--- src/rtl/dpll_pkg.sv ---
// Shared DPLL constants: gear-sequencer state encoding and default loop-gain settings.
package dpll_pkg;

    localparam logic [1:0] StIdle   = 2'd0;
    localparam logic [1:0] StAcq    = 2'd1;
    localparam logic [1:0] StVerify = 2'd2;
    localparam logic [1:0] StLocked = 2'd3;

    localparam logic [3:0] DefKAcq = 4'd2;
    localparam logic [3:0] DefKTrk = 4'd5;
    localparam logic [7:0] DefHAcq = 8'd16;
    localparam logic [7:0] DefHTrk = 8'd32;

endpackage

--- src/rtl/dpll_err_meter.sv ---
// Phase-error activity meter: synchronises errSig and counts error cycles per fixed window.
module dpll_err_meter #(
    parameter int unsigned WIN_LOG2 = 10
) (
    input  logic              clk,
    input  logic              reset,
    input  logic              run,
    input  logic              errSig,
    output logic              winDone,
    output logic [WIN_LOG2:0] errWin,
    output logic [WIN_LOG2:0] errLast
);

    localparam logic [WIN_LOG2:0] ErrMax = {1'b1, {WIN_LOG2{1'b0}}};

    logic                errMeta;
    logic                errSync;
    logic [WIN_LOG2-1:0] winCnt;
    logic [WIN_LOG2:0]   errCnt;

    assign winDone = run && (winCnt == '1);
    // Count including this cycle's sample, so the window total is ready on winDone.
    assign errWin  = (errSync && (errCnt != ErrMax)) ? errCnt + 1'b1 : errCnt;

    always_ff @(posedge clk) begin
        if (!reset) begin
            errMeta <= 1'b0;
            errSync <= 1'b0;
            winCnt  <= '0;
            errCnt  <= '0;
            errLast <= '0;
        end else begin
            errMeta <= errSig;
            errSync <= errMeta;
            if (!run) begin
                winCnt <= '0;
                errCnt <= '0;
            end else begin
                winCnt <= winCnt + 1'b1;
                if (winDone) begin
                    errCnt  <= '0;
                    errLast <= errWin;
                end else begin
                    errCnt <= errWin;
                end
            end
        end
    end

endmodule

--- src/rtl/dpll_gear_ctrl.sv ---
// DPLL loop-gain sequencer: switches kMode/H between acquisition and tracking gears.
// Define DPLL_GEAR_STATS_EN to add the saturating lossCount output.
module dpll_gear_ctrl
    import dpll_pkg::*;
#(
    parameter int unsigned WIN_LOG2   = 10,
    parameter int unsigned LOCK_THR   = 64,
    parameter int unsigned UNLOCK_THR = 256,
    parameter int unsigned LOCK_WINS  = 4,
    parameter logic [3:0]  K_ACQ      = DefKAcq,
    parameter logic [3:0]  K_TRK      = DefKTrk,
    parameter logic [7:0]  H_ACQ      = DefHAcq,
    parameter logic [7:0]  H_TRK      = DefHTrk
) (
    input  logic              clk,
    input  logic              reset,
    input  logic              enable,
    input  logic              errSig,
    output logic [3:0]        kMode,
    output logic [7:0]        H,
    output logic              cfgUpdate,
    output logic              locked,
    output logic [WIN_LOG2:0] errLast
`ifdef DPLL_GEAR_STATS_EN
    ,
    output logic [7:0]        lossCount
`endif
);

    logic [1:0]        stateQ, stateD;
    logic [3:0]        goodQ, goodD;
    logic              winDone;
    logic [WIN_LOG2:0] errWin;
    logic              winGood;
    logic              winLost;
    logic              goodReached;
    logic              lockedD;

    dpll_err_meter #(
        .WIN_LOG2(WIN_LOG2)
    ) uErrMeter (
        .clk    (clk),
        .reset  (reset),
        .run    (stateQ != StIdle),
        .errSig (errSig),
        .winDone(winDone),
        .errWin (errWin),
        .errLast(errLast)
    );

    assign winGood     = 32'(errWin) < LOCK_THR;
    assign winLost     = 32'(errWin) >= UNLOCK_THR;
    assign goodReached = (32'(goodQ) + 32'd1) >= LOCK_WINS;

    always_comb begin
        stateD = stateQ;
        goodD  = goodQ;
        // Dropping enable wins over any window decision taken on the same cycle.
        if (stateQ != StIdle && !enable) begin
            stateD = StIdle;
            goodD  = '0;
        end else begin
            case (stateQ)
                StIdle: begin
                    if (enable) stateD = StAcq;
                end
                StAcq: begin
                    if (winDone && winGood) begin
                        if (LOCK_WINS == 1) begin
                            stateD = StLocked;
                        end else begin
                            stateD = StVerify;
                            goodD  = 4'd1;
                        end
                    end
                end
                StVerify: begin
                    if (winDone) begin
                        if (!winGood) begin
                            stateD = StAcq;
                            goodD  = '0;
                        end else if (goodReached) begin
                            stateD = StLocked;
                            goodD  = '0;
                        end else begin
                            goodD = goodQ + 4'd1;
                        end
                    end
                end
                StLocked: begin
                    if (winDone && winLost) stateD = StAcq;
                end
                default: begin
                    stateD = StIdle;
                    goodD  = '0;
                end
            endcase
        end
    end

    assign lockedD = (stateD == StLocked);

    always_ff @(posedge clk) begin
        if (!reset) begin
            stateQ    <= StIdle;
            goodQ     <= '0;
            kMode     <= K_ACQ;
            H         <= H_ACQ;
            cfgUpdate <= 1'b0;
            locked    <= 1'b0;
        end else begin
            stateQ    <= stateD;
            goodQ     <= goodD;
            locked    <= lockedD;
            kMode     <= lockedD ? K_TRK : K_ACQ;
            H         <= lockedD ? H_TRK : H_ACQ;
            cfgUpdate <= lockedD != locked;
        end
    end

`ifdef DPLL_GEAR_STATS_EN
    always_ff @(posedge clk) begin
        if (!reset) begin
            lossCount <= '0;
        end else if (stateQ == StLocked && stateD == StAcq && lossCount != 8'hff) begin
            lossCount <= lossCount + 8'd1;
        end
    end
`endif

endmodule
--- config.mk ---
export PLATFORM = sky130hd
export DESIGN_NAME = dpll_gear_ctrl
export DESIGN_NICKNAME = d
export VERILOG_FILES = /design/src/rtl/dpll_pkg.sv /design/src/rtl/dpll_err_meter.sv /design/src/rtl/dpll_gear_ctrl.sv
export SDC_FILE = /design/constraint.sdc
export NUM_CORES = 1
export LEC_CHECK = 0
export BUFFER_PORTS_ARGS = -buffer_cell sky130_fd_sc_hd__buf_2
export CORE_UTILIZATION = 56
export DETAILED_ROUTE_END_ITERATION = 6
export PLACE_DENSITY_LB_ADDON = 0.08
export SYNTH_ARGS = -nofsm -noshare
export SYNTH_HDL_FRONTEND = slang
export SYNTH_SLANG_ARGS = --single-unit
--- constraint.sdc ---
create_clock -name clk -period 2.25 [get_ports clk]
set_input_delay 0.1125 -clock clk [delete_from_list [all_inputs] [get_ports clk]]
set_output_delay 0.1125 -clock clk [all_outputs]
set_load 0.02 [all_outputs]
==> flow_summary.yaml, run 1 <==
outcome:
  status: "finished clean"
worst_setup_path:
  critPathArrivalTime_ns: 2.36
  rr_startpoint: "uErrMeter.errCnt[0]$_SDFF_PP0_"
  critPathTopFamily: "simple AND/OR/NAND/NOR gates"
  path_buf_inv: 0
  path_cells: "ha_1, nand4_4, nor4b_4, nor3_2, o21ba_2, o21ai_1, and4_4, and2_1"
  crit_path_max_fanout: 6
  r2r_slack_ns: 0.14
  critPathKind: "reg -> reg"
  r2r_end: "kMode[0]$_SDFF_PN0_"
  startpoint_type: "register"
  cp_slowest_stage_delay_ns: 0.36
  worst-path-stages: 8
  critPathCaptureType: "register"
  reg2reg_depth: 8
  crit_required_ns: 2.50
  critPathSlowestCell: "dfxtp_1"
min_path:
  hold_path_end: "stateQ[1]$_SDFF_PN0_"
  hold_start: "enable"
  hold_depth: 2
  hold_class: "in -> reg"
clock_network:
  cts_tree: "done"
  cts_buffers: 5
  clock-sinks: 43
  worst_skew_pair.late_latency_ns: 0.34
  clk_pin_slew_ns: 0.12
  cts_root_buf: "clkbuf_4"
  clockBufferDepth: 2
  cts_max_level: 2
floorplan:
  die_w_um: 62.3
  die_h_um: 62.3
  core_area_mm2: 0.00342
  io_pins: 29
  initial_utilization_pct: 59.6
  rows: 21
  die_area_mm2: 0.00388
synthesis:
  synth_top_family_by_area: "simple AND/OR/NAND/NOR gates"
  synth_edf_count: 0
  async_reset_ff_share_pct: 0
  synth_compound_area_share_pct: 12.0
  synth.area.mux_share_pct: 1.97
  synth_fa_ha_area_share_pct: 3.07
  synth-seq-cells: 43
  synthesis.area_mm2: 0.00204
  yosys.area_share.simple_pct: 26.2
  ys.flop_type: "dfxtp_1"
  synth_cell_types: 42
  yosysWarnings: 0
  yosys.area_share.xor_xnor_pct: 7.74
  yosysSeqAreaShare_pct: 42.3
  netlist_instances: 225
  synth_top_area_share_pct: 42.3
  synthTopCellsByArea: "dfxtp_1 42%, nor2_1 6.5%, o211a_1 5.4%"
  synth_top_area_cell: "dfxtp_1"
  syn_area_per_cell_um2: 9.05
detailed_routing:
  route.antenna.remaining_nets: 0
  drcViolationCount: 0
  vias: 1570
  wl_per_cell_um: 12.9
  drtPass1Iterations: 4
  drt_wl_total_um: 3780
  drt_iter0_drc: 99
  vias_per_cell: 5.38
flow_run:
  max-cap-violations: 0
sta:
  holdWs_ns: 0.0407
  max_slew_margin_pct: 66.3
  hold_viol: 0
  fin_crit_ns: 2.11
  finClkSkew_ns: 0.00613
  setup_viol: 0
  worstMarginPinSlew_ns: 0.504
  tns_ns: 0
  grt_setup_unrepaired: "no"
  fin_crit_sh_pct: 93.7
  fmax_mhz: 474
  drv_slew: 0
power_and_ir_drop:
  powerDensity_mw_per_mm2: 525
  peakVddDrop_v: 0.000409
  seqPwrFrac_pct: 66.0
  p_leak_uw: 0.00102
  internal_power_uw: 895
  switchingPower_uw: 269
  power_uw: 1160
  p_comb_share_pct: 3.2
  clock_power_share_pct: 30.8
  swShare_pct: 23.1
cells_and_area:
  layout-drive-gt1-share_pct: 19.5
  num_antenna_cells: 0
  mostFrequentLayoutCell: "dfxtp_1"
  final_cell_mix: "43 x dfxtp_1, 35 x nor2_1, 23 x nand2_1"
  fin_util_pct: 65.0
  final_nets: 254
  area_growth_pct: 9.04
grt:
  grt_pass1_wl_um: 6710
  grt_max_degree: 23
  grt_pass1_vias: 1626
  gr-total-overflow: 0
  antenna_found_initial: 0
  grt_usage_pct: 21.6
placed_design:
  io_buffer_count: 21
  gp_congestion: 0.809
  dp_hpwl_um: 2780
layer usage:
metal | wire, µm | track usage [%]
met1 | 1720 | 24.9
met2 | 1880 | 38.9
met3 | 112 | 4.04
met4 | 68 | 8.72
met5 | 0 | 0
per-stage QoR:
stage                     std cells  area [µm²]  setup WS [ns]
after floorplan                 231        2060          0.193
after global placement          283        2140          0.203
after detailed placement        283        2140          0.136
after CTS                       292        2200          0.106
after global routing            292        2220         0.0131
final                           292        2220          0.141
worst max path at each step:
stage	start	end	slack, ns
after global placement	uErrMeter.errCnt[0]$_SDFF_PP0_	goodQ[3]$_SDFFE_PP0P_	0.20
final	uErrMeter.errCnt[0]$_SDFF_PP0_	kMode[0]$_SDFF_PN0_	0.14
after CTS	uErrMeter.winCnt[0]$_SDFF_PN0_	goodQ[3]$_SDFFE_PP0P_	0.11
after floorplan	uErrMeter.errCnt[0]$_SDFF_PP0_	goodQ[3]$_SDFFE_PP0P_	0.19
after global routing	uErrMeter.errCnt[1]$_SDFF_PP0_	kMode[0]$_SDFF_PN0_	0.01
after detailed placement	uErrMeter.winCnt[0]$_SDFF_PN0_	goodQ[3]$_SDFFE_PP0P_	0.14
cells by family after synthesis:
group	after synthesis
multiplexers	4
buffers and inverters	24
adder cells (fa/ha/maj)	5
flip-flops	43
other	1
AO/OA/AOI/OAI	28
XOR/XNOR	18
AND/OR/NAND/NOR	102
cell usage after synthesis, types with 2 or more instances:
| library cell | number |
|---|---|
| dfxtp_1 | 43 |
| ha_1 | 5 |
| inv_1 | 5 |
| clkbuf_1 | 7 |
| and2_1 | 3 |
| nand2b_1 | 3 |
| a21oi_1 | 3 |
| o21ai_0 | 3 |
| nand4_1 | 4 |
| a211oi_1 | 2 |
| o211a_1 | 11 |
| buf_4 | 11 |
| xor2_1 | 7 |
| nor2_1 | 35 |
| nand3_1 | 8 |
| xnor2_1 | 11 |
| nor3_1 | 6 |
| nor4b_1 | 2 |
| and3_1 | 7 |
| mux2i_1 | 4 |
| nand2_1 | 23 |
| and3_2 | 2 |
cell type report:
class / count / area, µm²
inverters: 5 / 18.8
repair buffers: 26 / 145
multi-input cells: 164 / 1080
flip-flops and latches: 43 / 861
well taps: 46 / 57.6
clock inverters: 2 / 12.5
clock buffers: 6 / 41.3
fillers: 289 / 1200
worst register-to-register path, cell delays in order, from the launching register on:
cell and delay (ns):
dfxtp_1 0.36, ha_1 0.24, nand4_4 0.19, nor4b_4 0.36, nor3_2 0.09, o21ba_2 0.31, o21ai_1 0.12, and4_4 0.21
and2_1 0.14
power by group through the flow:
stage / logic [µW] / registers (µW) / clock network (µW)
final: 37.8 / 768 / 358
after global routing: 42.3 / 769 / 397
after CTS: 37.7 / 768 / 371
after detailed placement: 36.2 / 786 / 0
after global placement: 35.1 / 785 / 0
after floorplan: 37.4 / 785 / 0
sequential cells by signal, indices dropped and copies added (netlist names):
signal and count:
uErrMeter.winCnt 10, uErrMeter.errSync 1, kMode 2, stateQ 2, uErrMeter.errLast 11, goodQ 4, uErrMeter.errMeta 1, uErrMeter.errCnt 11
cfgUpdate 1
timing repair:
item	in CTS	in global routing
gates resized for setup	0	4
endpoints found under the hold margin	1	0
setup endpoints to repair	0	5
hold buffers	1	0
buffers inserted	0	0
Note: power is estimated with default switching activity, not from simulation.
==> inputs of run 2 (changes only) <==
--- a/config.mk
+++ b/config.mk
@@ -9,6 +9,7 @@
 export CORE_UTILIZATION = 56
 export DETAILED_ROUTE_END_ITERATION = 6
 export PLACE_DENSITY_LB_ADDON = 0.08
+export RECOVER_POWER = 100
 export SYNTH_ARGS = -nofsm -noshare
 export SYNTH_HDL_FRONTEND = slang
 export SYNTH_SLANG_ARGS = --single-unit
==> run 2 against run 1 <==
Total power about the same. Non-clock buffer count is the same. Critical path depth did not move. Sequential power about the same.
==> flow_summary.yaml, run 2 (synthesized netlist as in run 1, its figures left out) <==
worst_setup_path:
  critPathArrivalTime_ns: 2.38
  critPathCaptureType: "register"
  critPathKind: "reg -> reg"
  crit_required_ns: 2.52
  reg2reg_depth: 8
  startpoint_type: "register"
  crit_path_max_fanout: 6
detailed_routing:
  wl_per_cell_um: 13.0
  drcViolationCount: 0
  vias_per_cell: 5.42
  drt_iter0_drc: 107
  route.antenna.remaining_nets: 0
  drtPass1Iterations: 4
  drt_wl_total_um: 3790
  vias: 1582
grt:
  grt_max_degree: 23
  antenna_found_initial: 0
  grt_pass1_wl_um: 6710
  grt_usage_pct: 21.6
  gr-total-overflow: 0
  grt_pass1_vias: 1626
sta:
  max_slew_margin_pct: 66.2
  worstMarginPinSlew_ns: 0.505
  fin_crit_ns: 2.11
  grt_setup_unrepaired: "no"
  setup_viol: 0
  tns_ns: 0
  fin_crit_sh_pct: 93.8
  finClkSkew_ns: 0.00711
  drv_slew: 0
  hold_viol: 0
  fmax_mhz: 474
clock_network:
  clock-sinks: 43
  post_cts_buffers: 0
  cts_tree: "done"
  clockBufferDepth: 2
  cts_max_level: 2
  cts_buffers: 5
  clk_pin_slew_ns: 0.12
  cts_root_buf: "clkbuf_4"
  worst_skew_pair.late_latency_ns: 0.35
min_path:
  hold_depth: 2
  hold_class: "in -> reg"
cells_and_area:
  final_cell_mix: "43 x dfxtp_1, 35 x nor2_1, 23 x nand2_1"
  nFillCells: 297
  mostFrequentLayoutCell: "dfxtp_1"
  layout-drive-gt1-share_pct: 11.8
  num_antenna_cells: 0
  fin_util_pct: 64.2
  reg_top3: "uErrMeter.errCnt (11), uErrMeter.errLast (11), uErrMeter.winCnt (10)"
  area_growth_pct: 7.74
  final_nets: 254
flow_run:
  max-cap-violations: 0
floorplan:
  initial_utilization_pct: 59.6
  core_area_mm2: 0.00342
  die_w_um: 62.3
  io_pins: 29
  die_h_um: 62.3
  die_area_mm2: 0.00388
  rows: 21
placed_design:
  io_buffer_count: 21
  gp_congestion: 0.809
  dp_hpwl_um: 2780
power_and_ir_drop:
  powerDensity_mw_per_mm2: 531
  peakVddDrop_v: 0.000410
  p_leak_uw: 0.000940
outcome:
  status: "finished clean"
run 2: changes by cell type in the layout (fill, tap and decap cells not counted), sizes merged:
cell | before | now
buf | 25 | 6
clkbuf | 6 | 25
run 2: per-stage QoR:
stage | cell area [µm²] | std cells | power (µW) | hold WS [ns] | setup WS [ns]
floorplan | 2060 | 231 | 822 | 0.240 | 0.193
global placement | 2140 | 283 | 820 | 0.322 | 0.203
detailed placement | 2140 | 283 | 822 | 0.328 | 0.136
CTS | 2200 | 292 | 1180 | 0.0309 | 0.106
global route | 2190 | 292 | 1210 | 0.0376 | 0.0131
finish | 2190 | 292 | 1170 | 0.0386 | 0.140
run 2: metal layers:
metal | up-vias | share of wire [%] | track usage [%]
li1 | 792 | - | -
met1 | 751 | 45 | 24.9
met2 | 32 | 50 | 38.9
met3 | 7 | 3.5 | 4.04
met4 | 0 | 1.8 | 8.72
met5 | - | 0 | 0
run 2: cell type report:
class | count | area, µm² | share of cell area (%)
Multi-Input combinational cell | 164 | 1080 | 49.4
Sequential cell | 43 | 861 | 39.2
Timing Repair Buffer | 26 | 119 | 5.42
Tap cell | 46 | 57.6 | 2.62
Clock buffer | 6 | 41.3 | 1.88
Inverter | 5 | 18.8 | 0.856
Clock inverter | 2 | 12.5 | 0.570
run 2: final timing paths:
check | startpoint | slack [ns] | endpoint
setup / recovery | uErrMeter.errCnt[0]$_SDFF_PP0_ | 0.14 | cfgUpdate$_SDFF_PN0_
hold / removal | enable | 0.04 | stateQ[1]$_SDFF_PN0_
setup reg to reg | uErrMeter.errCnt[0]$_SDFF_PP0_ | 0.14 | cfgUpdate$_SDFF_PN0_
hold reg to reg | uErrMeter.winCnt[0]$_SDFF_PN0_ | 0.46 | uErrMeter.winCnt[0]$_SDFF_PN0_
run 2: critical path, cell delays in order (launching register included):
cell and delay (ns):
dfxtp_1 0.36, ha_1 0.24, nand4_4 0.19, nor4b_4 0.36, nor3_2 0.09, o31a_1 0.30
o21ai_2 0.16, nand4_1 0.15, mux2i_1 0.19
run 2: power breakdown:
group / internal, µW / total, µW / switching (µW)
registers: 765 / 768 / 3.51
clock network: 121 / 360 / 239
logic: 9.13 / 37.1 / 27.9
run 2: repair_timing:
item	in CTS	in global routing
hold buffers	1	0
resized for setup	0	4
endpoints found under the setup margin	0	5
endpoints found under the hold margin	1	0
==> inputs of run 3 (changes only) <==
--- a/config.mk
+++ b/config.mk
@@ -6,10 +6,12 @@
 export NUM_CORES = 1
 export LEC_CHECK = 0
 export BUFFER_PORTS_ARGS = -buffer_cell sky130_fd_sc_hd__buf_2
-export CORE_UTILIZATION = 56
+export CORE_UTILIZATION = 54
+export CTS_BUF_LIST = sky130_fd_sc_hd__clkbuf_4
 export DETAILED_ROUTE_END_ITERATION = 6
 export PLACE_DENSITY_LB_ADDON = 0.08
 export RECOVER_POWER = 100
 export SYNTH_ARGS = -nofsm -noshare
 export SYNTH_HDL_FRONTEND = slang
 export SYNTH_SLANG_ARGS = --single-unit
+export TNS_END_PERCENT = 5
==> run 3 against run 2 <==
Via count is 0.63% lower. Maximum frequency is 1.4% higher. Highest routed layer unchanged. Non-clock buffer count stayed put.
==> flow_summary.yaml, run 3 (synthesized netlist as in run 1, its figures left out) <==
outcome:
  status: "finished clean"
detailed_routing:
  drcViolationCount: 0
  drtPass1Iterations: 5
  wl_per_cell_um: 12.7
  vias_per_cell: 5.38
  drt_wl_total_um: 3710
  drt_iter0_drc: 149
  vias: 1572
  route.antenna.remaining_nets: 0
power_and_ir_drop:
  internal_power_uw: 907
  peakVddDrop_v: 0.000373
  clock_power_share_pct: 31.8
  swShare_pct: 23.2
  powerDensity_mw_per_mm2: 537
  switchingPower_uw: 274
  seqPwrFrac_pct: 65.1
  p_comb_share_pct: 3.1
  p_leak_uw: 0.000942
clock_network:
  cts_root_buf: "clkbuf_4"
  worst_skew_pair.late_latency_ns: 0.35
  post_cts_buffers: 0
  clockBufferDepth: 2
  cts_max_level: 2
  cts_tree: "done"
  clock-sinks: 43
  cts_buffers: 5
  clk_pin_slew_ns: 0.12
min_path:
  hold_class: "in -> reg"
sta:
  setup_viol: 0
  drv_slew: 0
  fmax_mhz: 480
  fin_crit_sh_pct: 92.5
  hold_viol: 0
  fin_crit_ns: 2.08
  grt_setup_unrepaired: "no"
  finClkSkew_ns: 0.00926
  tns_ns: 0
cells_and_area:
  final_cell_mix: "43 x dfxtp_1, 35 x nor2_1, 23 x nand2_1"
  multi_input_area_mm2: 0.00108
  fin_util_pct: 63.4
  layout-drive-gt1-share_pct: 12.2
  reg_top3: "uErrMeter.errCnt (11), uErrMeter.errLast (11), uErrMeter.winCnt (10)"
  nFillCells: 325
  final_nets: 254
  register_area_um2: 861
  num_antenna_cells: 0
  area_growth_pct: 7.99
  mostFrequentLayoutCell: "dfxtp_1"
worst_setup_path:
  critPathCaptureType: "register"
  path_buf_inv: 0
  path_cells: "ha_1, nand4_4, o21a_2, nor3_2, o21ba_2, a22o_4, a41oi_2, a211oi_1"
  cp_slowest_stage_delay_ns: 0.36
  crit_required_ns: 2.48
  critPathSlowestCell: "dfxtp_1"
  critPathKind: "reg -> reg"
  crit_path_max_fanout: 6
  critPathArrivalTime_ns: 2.31
  critPathTopFamily: "compound AO/OA/AOI/OAI gates"
  startpoint_type: "register"
grt:
  grt_pass1_vias: 1468
  use_met1_pct: 23.7
  grt_max_degree: 23
  use_met2_pct: 35.4
  top_usage_layer: "met2"
  grt_usage_pct: 20.5
  antenna_found_initial: 0
  grt_pass1_wl_um: 6460
  gr-total-overflow: 0
  use_met3_pct: 4.71
floorplan:
  io_pins: 29
  core_area_mm2: 0.00347
  rows: 21
  die_w_um: 63.4
  die_h_um: 63.4
  initial_utilization_pct: 58.7
  die_area_mm2: 0.00402
flow_run:
  max-cap-violations: 0
placed_design:
  dp_hpwl_um: 2750
  io_buffer_count: 21
  gp_congestion: 0.825
-- run 3: cell counts in the layout (fill, tap and decap cells not counted) --
Identical to the previous run, type by type.
-- run 3: path summary, 6_finish.rpt --
path / start / endpoint / slack [ns] / depth (start not counted)
setup / recovery: uErrMeter.errCnt[1]$_SDFF_PP0_ / goodQ[3]$_SDFFE_PP0P_ / 0.17 / 8
hold / removal: enable / stateQ[1]$_SDFF_PN0_ / 0.03 / 2
setup reg to reg: uErrMeter.errCnt[1]$_SDFF_PP0_ / goodQ[3]$_SDFFE_PP0P_ / 0.17 / 8
hold reg to reg: uErrMeter.errMeta$_SDFF_PN0_ / uErrMeter.errSync$_SDFF_PN0_ / 0.46 / 1
-- run 3: power by group through the flow --
stage | logic, µW | clock network (µW) | registers [µW]
finish | 36.7 | 376 | 768
global placement | 35.1 | 0 | 785
floorplan | 37.4 | 0 | 785
global route | 41.5 | 423 | 769
detailed placement | 35.8 | 0 | 785
CTS | 37.2 | 388 | 768
-- run 3: area by class of cell --
cell class	count	share of cell area, %
multi-input cells	164	49.3
flip-flops and latches	43	39.2
repair buffers	26	5.41
well taps	46	2.62
clock buffers	6	2.05
inverters	5	0.854
clock inverters	2	0.569
-- run 3: timing repair --
action / in CTS / in global routing
setup endpoints to repair: 0 / 5
hold buffers: 1 / 0
gates resized for setup: 0 / 4
hold endpoints to repair: 1 / 0
-- run 3: stage by stage --
stage	instances	area [µm²]	power (µW)	hold slack, ns	setup WS [ns]
after floorplan	231	2060	822	0.240	0.193
after detailed placement	283	2140	821	0.324	0.140
after CTS	292	2200	1190	0.0155	0.116
after global placement	283	2140	820	0.319	0.205
final	292	2200	1180	0.0312	0.168
after global routing	292	2200	1230	0.0415	0.0151
-- run 3: per-layer routing --
metal	share of wire [%]	vias to the layer above
li1	-	790
met1	45	753
met2	51	25
met3	3.4	4
met4	1.1	0
met5	0	-
-- run 3: worst register-to-register path, stage by stage (launching register included) --
cell and delay [ns]:
dfxtp_1 0.36, ha_1 0.23, nand4_4 0.19, o21a_2 0.27, nor3_2 0.18, o21ba_2 0.22, a22o_4 0.26, a41oi_2 0.18
a211oi_1 0.06
